**config.mk**
```make
export PLATFORM = sky130hd
export DESIGN_NAME = pipelined_barrel_shifter_flat
export DESIGN_NICKNAME = d
export VERILOG_FILES = /design/src/rtl/pipelined_barrel_shifter_if.sv /design/src/rtl/pipelined_barrel_shifter.sv /design/src/flat_wrapper.sv
export SDC_FILE = /design/constraint.sdc
export NUM_CORES = 1
export LEC_CHECK = 0
export ABC_AREA = 1
export BUFFER_PORTS_ARGS = -buffer_cell sky130_fd_sc_hd__buf_2
export CAP_MARGIN = 10
export CORE_MARGIN = 1
export CORE_UTILIZATION = 30
export CTS_CLUSTER_DIAMETER = 40
export DETAILED_ROUTE_END_ITERATION = 16
export GPL_ROUTABILITY_DRIVEN = 0
export MAX_ROUTING_LAYER = met4
export SKIP_LAST_GASP = 1
export SLEW_MARGIN = 5
export SYNTH_ARGS = -nofsm -noshare
export SYNTH_HDL_FRONTEND = slang
export SYNTH_SLANG_ARGS = --single-unit
```
**constraint.sdc**
```tcl
create_clock -name clk -period 1.5 [get_ports clk]
set_input_delay 0.075 -clock clk [delete_from_list [all_inputs] [get_ports clk]]
set_output_delay 0.075 -clock clk [all_outputs]
set_load 0.05 [all_outputs]
```
**src/rtl/pipelined_barrel_shifter_if.sv**
```systemverilog
// pipelined_barrel_shifter_if: valid/ready operand and result channels of the shifter
interface pipelined_barrel_shifter_if #(parameter int WIDTH = 8);
  localparam int SHW = $clog2(WIDTH);
  logic in_valid;
  logic in_ready;
  logic [WIDTH-1:0] in_data;
  logic [SHW-1:0] in_amt;
  logic [1:0] in_mode;
  logic out_valid;
  logic out_ready;
  logic [WIDTH-1:0] out_data;
  logic out_zero;
  modport master (
    output in_valid, in_data, in_amt, in_mode, out_ready,
    input in_ready, out_valid, out_data, out_zero
  );
  modport slave (
    input in_valid, in_data, in_amt, in_mode, out_ready,
    output in_ready, out_valid, out_data, out_zero
  );
endinterface

```
**src/rtl/pipelined_barrel_shifter.sv**
```systemverilog
// pipelined_barrel_shifter: log2(WIDTH)-stage SRL/SLL/SRA/ROR unit with global-stall valid/ready
module pipelined_barrel_shifter #(
  parameter int WIDTH = 8
) (
  input logic clk,
  input logic rst,
  pipelined_barrel_shifter_if.slave bus
);
  localparam int SHW = $clog2(WIDTH);
  logic en;
  assign en = !bus.out_valid || bus.out_ready;
  assign bus.in_ready = en;
  for (genvar k = 0; k < SHW; k++) begin : g_st
    localparam int AW = SHW - k;
    localparam int SH = 1 << (AW - 1);
    logic vi, sg, vr;
    logic [AW-1:0] am;
    logic [1:0] md;
    logic [WIDTH-1:0] x, y, r;
    if (k == 0) begin : g_src
      assign vi = bus.in_valid;
      assign x = bus.in_data;
      assign am = bus.in_amt;
      assign md = bus.in_mode;
      assign sg = bus.in_data[WIDTH-1];
    end else begin : g_src
      assign vi = g_st[k-1].vr;
      assign x = g_st[k-1].r;
      assign am = g_st[k-1].g_side.ar;
      assign md = g_st[k-1].g_side.mr;
      assign sg = g_st[k-1].g_side.sr;
    end
    // the MSB of the remaining amount selects this stage's shift; consumed bits are dropped
    assign y = !am[AW-1] ? x :
               md == 2'd0 ? x >> SH :
               md == 2'd1 ? x << SH :
               md == 2'd2 ? (sg ? ~(~x >> SH) : x >> SH) :
               (x >> SH) | (x << (WIDTH - SH));
    always_ff @(posedge clk) begin
      if (rst) begin
        vr <= 1'b0;
        r <= '0;
      end else if (en) begin
        vr <= vi;
        r <= y;
      end
    end
    if (k < SHW - 1) begin : g_side
      logic [AW-2:0] ar;
      logic [1:0] mr;
      logic sr;
      always_ff @(posedge clk) begin
        if (rst) begin
          ar <= '0;
          mr <= '0;
          sr <= 1'b0;
        end else if (en) begin
          ar <= am[AW-2:0];
          mr <= md;
          sr <= sg;
        end
      end
    end
  end
  assign bus.out_valid = g_st[SHW-1].vr;
  assign bus.out_data = g_st[SHW-1].r;
  // gated by valid so a flushed pipe reports out_zero=0
  assign bus.out_zero = bus.out_valid && ~|bus.out_data;
endmodule
```
**src/flat_wrapper.sv**
```systemverilog
// flat-port wrapper written by rule: the top's interface ports become plain ports
module pipelined_barrel_shifter_flat 
#(
  parameter int WIDTH = 8
)
  (clk, rst, bus_in_valid, bus_in_data, bus_in_amt, bus_in_mode, bus_out_ready, bus_in_ready, bus_out_valid, bus_out_data, bus_out_zero);
  pipelined_barrel_shifter_if #(.WIDTH(WIDTH)) bus_i ();
  input logic clk;
  input logic rst;
  input wire logic [$bits(bus_i.in_valid)-1:0] bus_in_valid;
  input wire logic [$bits(bus_i.in_data)-1:0] bus_in_data;
  input wire logic [$bits(bus_i.in_amt)-1:0] bus_in_amt;
  input wire logic [$bits(bus_i.in_mode)-1:0] bus_in_mode;
  input wire logic [$bits(bus_i.out_ready)-1:0] bus_out_ready;
  output wire logic [$bits(bus_i.in_ready)-1:0] bus_in_ready;
  output wire logic [$bits(bus_i.out_valid)-1:0] bus_out_valid;
  output wire logic [$bits(bus_i.out_data)-1:0] bus_out_data;
  output wire logic [$bits(bus_i.out_zero)-1:0] bus_out_zero;
  assign bus_i.in_valid = bus_in_valid;
  assign bus_i.in_data = bus_in_data;
  assign bus_i.in_amt = bus_in_amt;
  assign bus_i.in_mode = bus_in_mode;
  assign bus_i.out_ready = bus_out_ready;
  assign bus_in_ready = bus_i.in_ready;
  assign bus_out_valid = bus_i.out_valid;
  assign bus_out_data = bus_i.out_data;
  assign bus_out_zero = bus_i.out_zero;
  pipelined_barrel_shifter #(.WIDTH(WIDTH)) u_core (.clk(clk), .rst(rst), .bus(bus_i));
endmodule
```
; After elaboration in Yosys (flattened, before gate mapping)
; Cells that the tools add are included.
[word_totals]
reg_bits = 36
latch_bits = 0
ramBits = 0
rom_bits = 0
input_bits = 17
out_inout_bits = 11
wordCells = 50
mem_count = 0
[classes]
n_addsub = 0
mul = 0
n_div = 0
order_cmp = 0
eq_ne = 6
shift = 0
n_mux = 15
n_bitwise = 9
reduce_logical = 8
[op_table]
columns = cell, n
row1 = 8-bit two-way mux, 15
row2 = 8-bit NOT, 3
row3 = 4-bit NOT with 8-bit output, 1
row4 = 6-bit NOT with 8-bit output, 1
row5 = 7-bit NOT with 8-bit output, 1
row6 = 4-bit by 8-bit bitwise OR with 8-bit output, 1
row7 = 6-bit by 8-bit bitwise OR with 8-bit output, 1
row8 = 7-bit by 8-bit bitwise OR with 8-bit output, 1
row9 = 8-bit OR reduction, 1
row10 = 2-bit by 1-bit == test with 1-bit output (second input constant), 3
row11 = 2-bit == test (second input constant), 3
row12 = 2-bit logical NOT, 3
row13 = 1-bit logical NOT, 2
row14 = 1-bit logical AND, 1
row15 = 1-bit logical OR, 1

; Logic depth before layout (Yosys ltp)
; Gate-level depths: netlist (run 1).
[depth]
word_depth = 7
depth_mapped = 7
mapped_depth_nobuf = 7

; Worst setup path before layout (run 1)
; No wires, ideal clock.
[synth_timing]
path_type = register to register
startpoint = register u_core.g_st[2].vr (netlist: u_core.bus.out_valid)
endpoint = register u_core.g_st[0].r[0]
setup_time_ps = 74
t_arrival_ps = 1394
required_ps = 1426
path_slack_ps = 32
stages_incl_launch_ff = 6
path_buffers = 1
period_less_slack_ps = 1468
path_cell_list = dfxtp_1 > inv_2 > nor2_4 > inv_2 > buf_2 > a31oi_1
[synth_between]
elab_chain_len = 2
[synth_lines]
columns = element, line
row1 = from (decl), pipelined_barrel_shifter.sv:16  ; logic vi, sg, vr;
row2 = from (signal assigned), pipelined_barrel_shifter.sv:44  ; vr <= vi;
row3 = 1-bit logical NOT, pipelined_barrel_shifter.sv:11  ; assign en = !bus.out_valid || bus.out_ready;
row4 = 1-bit logical OR, pipelined_barrel_shifter.sv:11
row5 = via bus_in_ready, flat_wrapper.sv:15  ; output wire logic [$bits(bus_i.in_ready)-1:0] bus_in_ready;
row6 = to (signal assigned), pipelined_barrel_shifter.sv:45  ; r <= y;
row7 = to (decl), pipelined_barrel_shifter.sv:19  ; logic [WIDTH-1:0] x, y, r;
; The timed path passes the listed nets, and every way through them passes these cells.
; A chain may end at the register's enable or synchronous reset.

; Worst setup path after layout (run 1)
[layout_timing]
startpoint = register u_core.g_st[2].vr (netlist: u_core.bus.out_valid)
endpoint = output port bus_in_ready
[layout_between]
elab_chain_len = 2
[layout_lines]
columns = element, line
row1 = 1-bit logical NOT, pipelined_barrel_shifter.sv:11
row2 = 1-bit logical OR, pipelined_barrel_shifter.sv:11
row3 = to (decl), flat_wrapper.sv:15
; No other way between the ends.

==> results.txt, run 1 <==
The run finished with clean final reports. The number of distinct standard cells referenced by the synthesized netlist is 19. Setup slack on the critical path of the routed design comes to 0.0923 ns. The path type of the worst min-delay path is in -> reg. Global routing used between 10% and 20% of the available tracks. The internal power contribution came out at approximately 1.5 mW. The worst setup skew after layout is between 0.006 and 0.007 ns. The type of the worst setup path is reg -> out. The initial antenna violation count is 0.

Excluding fillers, the count of instances in the completed layout stands at roughly 350. The H-tree depth is 2. The worst path in the final design needs a cycle of roughly 1.4 ns, including I/O delays and setup.

The largest vdd supply drop came out at around 410 uV. The CTS buffer count came out at 5. The max-slew violation count is 0. The endpoint with the worst hold slack is u_core.g_st[0].vr. The cell area after technology mapping came out at between 0.0015 and 0.002 sq mm. Clock tree synthesis selected as its root buffer the cell sky130_fd_sc_hd__clkbuf_8.

The number of hold violations in the final report came out at 0. The endpoint identified for the worst register-to-register timing path is u_core.g_st[1].r[5]. The worst-case headroom to the max-slew limit is slightly below 80%.

The power spent charging and discharging nets came out at roughly 0.62 mW. In this run, flip-flops and latches consume around 50% of the power. STA classifies the critical path startpoint as a flop. STA classifies the critical path endpoint as an output pin. The summed negative setup slack over all endpoints came out at 0 ns. The transition time of the tightest slew-check pin is 0.339 ns.

The reg-to-reg startpoint is u_core.bus.out_valid. During placement, the flow inserted port buffers numbering 27. The maximum frequency from static timing analysis came out at a little over 700 MHz. The die boundary width is between 70 and 80 microns. The count of filler cells inserted in the layout is ~600. The number of placed cells counting well taps came out at between 300 and 400. The initial cell density of the core is a little under a third. Sequential elements use around 41% of the synthesized area.

In the final routed layout, each cell accounts on average for between 10 and 15 microns. The total setup buffers inserted after CTS came out at 0. In this run the most critical hold path is launched from bus_in_valid. The total wire length is approximately 3800 microns. TritonCTS built the clock tree. The via total after detailed routing came out at 1658. The initial detailed-routing violation count is 39. The number of antenna diodes is 0. For flop-to-flop paths, the worst setup slack is about 0.39 ns. The power per unit of standard cell area is 1040 mW/mm^2.

Of the cells placed in the final design, the portion with a size suffix greater than 1 is approximately 22%. The pin count of the biggest net entering global routing came out at 55. The clock tree buffer depth is 2.

The floorplan step defined a die boundary enclosing 0.00614 sq mm. The worst-skew pair later-pin latency came out at between 0.2 and 0.3 ns. The mean area per synthesized cell came out at roughly 6.9 sq um.

The number of maximum-capacitance violations came out at 0. The core box area came out at 0.00557 sq mm. Setup repair after global routing left no endpoint under its margin.

The launching element of the worst setup path is u_core.bus.out_valid. Row generation in the floorplan step produced 27 rows. The share of power burned in combinational logic is about 17%.

The die is 78.4 microns tall. Detailed placement ended at an HPWL of between 2000 and 3000 microns. The data arrival time of the critical path is between 1 and 1.5 ns.

In this run the remaining antenna-violating nets after routing total 0. The largest driver fanout on the critical path came out at 54. The remaining global-route overflow came out at 0. The number of cells on the worst hold path is 3. The clock transition time at the flip-flop clock pins of the worst setup and hold paths came out at approximately 0.07 ns. The clock sink count came out at 36.

The total of endpoints with negative setup slack in the final report came out at 0. The worst slack after detailed placement is 0.388 ns. The worst reg-to-reg path cell count is 7. The first-pass GRT wire length came out at roughly 6800 microns. The reported leakage power is between 0.8 and 0.9 nW. The overall power came out at 2.14 mW. The synthesized flop and latch total came out at 36. The synthesized netlist net count came out at 270. The clock power share is between 30% and 40%. Yosys printed 0 warnings.

The number of instances in the synthesized netlist is approximately 250. The number of top-level design ports is 28. The total DRC errors in the routed layout is 0.

Net switching is between 20% and 30% of the power. The net count of the finished layout is 298. The final clock period utilization by the worst path came out at 93.8%.

The per-cell via count in the routed design is roughly 4.7. The iteration count of the initial detailed-routing pass came out at 4. The via count of the first global-routing pass was approximately 1500. The area growth from synthesis to layout is 17.9%. Data on the critical path is required at its endpoint by ~1.4 ns.
-- power groups by stage --
stage / sequential, mW / combinational, mW / clock (mW)
6_report: 1.08 / 0.366 / 0.701
5_1_grt: 1.09 / 0.418 / 0.770
4_1_cts: 1.08 / 0.369 / 0.732
3_5_place_dp: 1.10 / 0.366 / 0
3_3_place_gp: 1.10 / 0.361 / 0
2_1_floorplan: 1.14 / 0.222 / 0
-- cells in the final DEF (no fill, tap or decap), types with 4 or more instances in the layout --
cell type / count
sky130_fd_sc_hd__buf_2: 27
sky130_fd_sc_hd__nand3_1: 12
sky130_fd_sc_hd__inv_2: 15
sky130_fd_sc_hd__nor2_1: 16
sky130_fd_sc_hd__o21ai_0: 29
sky130_fd_sc_hd__a31oi_1: 7
sky130_fd_sc_hd__inv_1: 21
sky130_fd_sc_hd__o21ai_1: 25
sky130_fd_sc_hd__a21oi_1: 37
sky130_fd_sc_hd__nand2_1: 31
sky130_fd_sc_hd__clkbuf_8: 6
sky130_fd_sc_hd__dfxtp_1: 36
sky130_fd_sc_hd__o21ai_2: 6
sky130_fd_sc_hd__buf_4: 4
-- final cells by class --
class                   instances  area (sq um)  share of cell area, %
inverters                      36           135                   6.55
clock buffers                   8          90.1                   4.37
multi-input cells             169           831                   40.3
repair buffers                 33           195                   9.47
flip-flops and latches         36           721                   35.0
well taps                      72          90.1                   4.37
-- synthesized netlist by cell type --
library cell / n / area [sq um]
sky130_fd_sc_hd__and2_1: 1 / 6.26
sky130_fd_sc_hd__nor2_4: 1 / 11.3
sky130_fd_sc_hd__clkbuf_1: 3 / 11.3
sky130_fd_sc_hd__a21oi_1: 37 / 185
sky130_fd_sc_hd__dfxtp_1: 36 / 721
sky130_fd_sc_hd__o21ai_0: 29 / 145
sky130_fd_sc_hd__nor2_1: 16 / 60.1
sky130_fd_sc_hd__nand2_1: 31 / 116
sky130_fd_sc_hd__nand3_1: 12 / 60.1
sky130_fd_sc_hd__nor3_1: 2 / 10.0
sky130_fd_sc_hd__buf_6: 1 / 11.3
sky130_fd_sc_hd__nand2_2: 1 / 6.26
sky130_fd_sc_hd__inv_1: 21 / 78.8
sky130_fd_sc_hd__a31oi_1: 7 / 43.8
sky130_fd_sc_hd__o21ai_1: 25 / 125
sky130_fd_sc_hd__buf_2: 8 / 40.0
sky130_fd_sc_hd__o21ai_2: 6 / 52.6
sky130_fd_sc_hd__inv_2: 15 / 56.3
sky130_fd_sc_hd__a21oi_2: 1 / 8.76
-- metrics by stage --
step | cell area, sq um | util, % | hold WS (ns)
after floorplan | 1750 | - | 0.147
after CTS | 2060 | 37.0 | 0.0415
after global routing | 2060 | 37.0 | 0.0627
after global placement | 1960 | 35.2 | 0.268
after detailed placement | 1960 | 35.2 | 0.267
final | 2060 | 37.0 | 0.0487
-- how the worst max path moves through the flow --
stage / to / slack (ns) / depth (start not counted)
floorplan: u_core.g_st[0].r[0] / 0.03 / 5
global placement: bus_out_zero / 0.40 / 5
detailed placement: u_core.g_st[1].r[5] / 0.39 / 7
CTS: bus_in_ready / 0.08 / 5
global route: bus_in_ready / 0.02 / 5
finish: bus_in_ready / 0.09 / 5
-- routing by layer --
| metal | global-route usage, % | share of wire, % | vias up |
|---|---|---|---|
| li1 | - | - | 909 |
| met1 | 18.8 | 52 | 711 |
| met2 | 21.2 | 43 | 33 |
| met3 | 3.49 | 4.1 | 5 |
| met4 | 4.44 | 1.0 | 0 |
| met5 | - | 0 | - |
-- worst max-delay path, stage by stage, from the launching register on --
cell and delay (ns):
sky130_fd_sc_hd__dfxtp_1 0.32, sky130_fd_sc_hd__inv_2 0.07, sky130_fd_sc_hd__nor2_4 0.04, sky130_fd_sc_hd__inv_2 0.06
sky130_fd_sc_hd__buf_12 0.23, sky130_fd_sc_hd__buf_2 0.31
-- timing repair --
action,CTS,global route
endpoints found under the setup margin,0,0
hold buffers,1,0
resized for setup,0,0
endpoints found under the hold margin,1,0
-- cell families (layout without fill, tap and decap cells) --
kind of cell / Yosys count / after routing / share of synthesized area [%]
compound gates: 105 / 105 / 32.0
simple gates: 64 / 64 / 15.5
buf+inv: 48 / 77 / 11.3
flops: 36 / 36 / 41.2
-- sequential cells by signal, summed over array words and instances (netlist names) --
name and count:
u_core.g_st.r 16, u_core.g_st.g_side.mr 4, u_core.bus.out_valid 1, u_core.g_st.g_side.ar 3
u_core.g_st.vr 2, u_core.g_st.g_side.sr 2, u_core.bus.out_data 8
Power figures use the tool's default switching activity.
==> run 2: changes to the inputs <==
- RECOVER_POWER: unset -> 50
==> run 2 against run 1 <==
  * Clock power about the same
  * Register-to-register slack worse by 0.06 ns
  * Hold slack about the same
  * Highest routed layer unchanged
  * Largest cell class unchanged
  * Fmax about the same
  * Critical path depth unchanged
  * Routed wire length up 0.73%
  * Largest power group unchanged
==> results.txt, run 2 (synthesis gave the netlist of run 1 again) <==
The largest vdd supply drop came out at approximately 410 uV. The commonest non-fill, non-tap cell in the layout is sky130_fd_sc_hd__a21oi_1. The pin count of the biggest net entering global routing is 55. The worst-case headroom to the max-slew limit is 60.5%. The count of filler cells inserted in the layout came out at between 600 and 700. The total wire length came out at approximately 3900 microns.

STA classifies the critical path startpoint as a flop. The post-route antenna net violation count is 0. The CTS buffer count came out at 5. The detailed-route wire length per cell came out at about 11 microns.

The most numerous cell type found on the critical path is sky130_fd_sc_hd__inv_2. The sequential share of power came out at ~50%. The peak per-stage delay on the critical path came out at between 0.3 and 0.4 ns. The largest driver fanout on the critical path is 54. The area growth from synthesis to layout is 16.7%. After clock tree synthesis, the clock-pin slew on the worst setup and hold paths is ~0.070 ns.

Once layout is complete, the utilization of the core stands at a little over a third. The clock period could shrink to roughly 1.4 ns. The overall power came out at roughly 2.1 mW. The number of hold violations in the final report was 0. The power per unit of standard cell area came out at ~1000 mW/mm^2. 0 antenna diodes ended up in the layout.

The initial cell density of the core is 31.4%. The clock sink count came out at 36. The worst setup skew after layout came out at 0.00682 ns. The per-cell via count in the routed design is 4.70. The register with the most flip-flops in the final layout is u_core.g_st.r.

The data arrival time of the critical path is about 1.3 ns. The number of top-level design ports came out at 28. The die is 78.4 microns tall. The signal on the critical path passes through inv_2 > nor2_1 > inv_2 > buf_12 > buf_2. The clock power share is 32.9%. Before antenna repair, the detailed router went through 4 iterations. Summed over all nets, the switching power comes to ~0.62 mW. The clock tree synthesis step divided the H-tree into 2 levels. The clock tree buffer depth came out at 2. The floorplan die area came out at ~0.0061 sq mm. The data required time at the worst endpoint came out at around 1.4 ns. The reg-to-reg startpoint is u_core.bus.out_valid. The total area inside the core boundary comes to between 0.005 and 0.006 sq mm.

The via count of the first global-routing pass is around 1500. The total global routing track utilization is about 14%. The type of the worst setup path is reg -> out. The first global-routing pass estimated just under 7000 microns of wire. TritonCTS built the clock tree. The internal power contribution came out at 1.52 mW. Row generation in the floorplan step produced 27 rows. The endpoint class of the critical path is an output pin.

The run finished with clean final reports. In the layout the commonest cells are 37 x sky130_fd_sc_hd__a21oi_1, 36 x sky130_fd_sc_hd__dfxtp_1, 33 x sky130_fd_sc_hd__o21ai_0. For this design the static power due to leakage is approximately 0.84 nW. The share of power burned in combinational logic came out at ~17%.

The remaining global-route overflow came out at 0. Broken down by cell family, the worst path's largest delay share belongs to buffers and inverters. The half-perimeter wire length after detailed placement is 2710 microns. The initial detailed-routing violation count is 39. In this run the most critical hold path is launched from bus_in_valid. In this run the horizontal extent of the chip is between 70 and 80 microns. The register with the most flip-flops in the layout has 16 of them. Setup repair after global routing left no endpoint under its margin. Port buffering added 27 buffers.

The launching element of the worst setup path is u_core.bus.out_valid. The tree is rooted in a sky130_fd_sc_hd__clkbuf_8. For this block, the via count after detailed routing is about 1700.

The summed negative setup slack over all endpoints came out at 0 ns. The layout cell share with drive strength beyond 1 is between 10% and 20%. The net total in the final layout came out at 298. The buffers plus inverters on the worst setup path came out at 4. The switching share of total power is between 20% and 30%. At the pin with the least slew margin, the transition time is just under 0.6 ns. For this design, the slowest cell found on the critical path is sky130_fd_sc_hd__dfxtp_1.

Max-cap violations in this run came to 0. The path type of the worst min-delay path is in -> reg. The total DRC errors in the routed layout came out at 0. The max-slew violation count was 0.

The maximum frequency from static timing analysis came out at 710 MHz. The initial antenna violation count is 0. The worst path uses ~94% of the clock period. The worst-skew pair later-pin latency is roughly 0.28 ns. The total of endpoints with negative setup slack in the final report came out at 0.
-- run 2: worst paths after layout --
check                                              endpoint  slack [ns]  cells past startpoint
worst min-delay path                      u_core.g_st[0].vr        0.05                      3
worst max register to register  u_core.g_st[1].g_side.mr[1]        0.33                      5
worst max-delay path                           bus_in_ready        0.09                      5
worst min register to register         u_core.bus.out_valid        0.48                      2
-- run 2: final cells by class --
cell class / count / area [sq um] / area share [%]
multi-input combinational: 169 / 823 / 40.3
timing repair buffer: 33 / 181 / 8.89
tap: 72 / 90.1 / 4.41
inverter: 36 / 135 / 6.62
clock buffer: 8 / 90.1 / 4.41
sequential: 36 / 721 / 35.3
-- run 2: what timing repair did --
item / CTS / global route
resized for setup: 0 / 0
hold endpoints to repair: 1 / 0
endpoints found under the setup margin: 0 / 0
hold buffers: 1 / 0
buffers inserted: 0 / 0
-- run 2: stage by stage --
stage                     std cells  worst slack [ns]  hold WS (ns)  cell area [sq um]
final                           354            0.0916        0.0487               2040
after global routing            354            0.0226        0.0627               2040
after CTS                       354            0.0779        0.0415               2060
after detailed placement        345             0.388         0.267               1960
after global placement          345             0.402         0.268               1960
after floorplan                 253            0.0318         0.147               1750
-- run 2: per-layer routing --
layer	track usage [%]	routed length, microns
met1	18.8	2040
met2	21.2	1640
met3	3.49	141
met4	4.44	39
met5	-	0
-- run 2: worst min-delay path, cell delays in order --
cell and delay [ns]:
sky130_fd_sc_hd__buf_2 0.08, sky130_fd_sc_hd__o21ai_0 0.07, sky130_fd_sc_hd__nor2_1 0.07
-- run 2: power groups by stage --
stage                     logic (mW)  clock network [mW]  registers, mW
after CTS                      0.369               0.732           1.08
after global routing           0.410               0.770           1.09
after floorplan                0.222                   0           1.14
final                          0.358               0.703           1.08
after detailed placement       0.366                   0           1.10
after global placement         0.361                   0           1.10
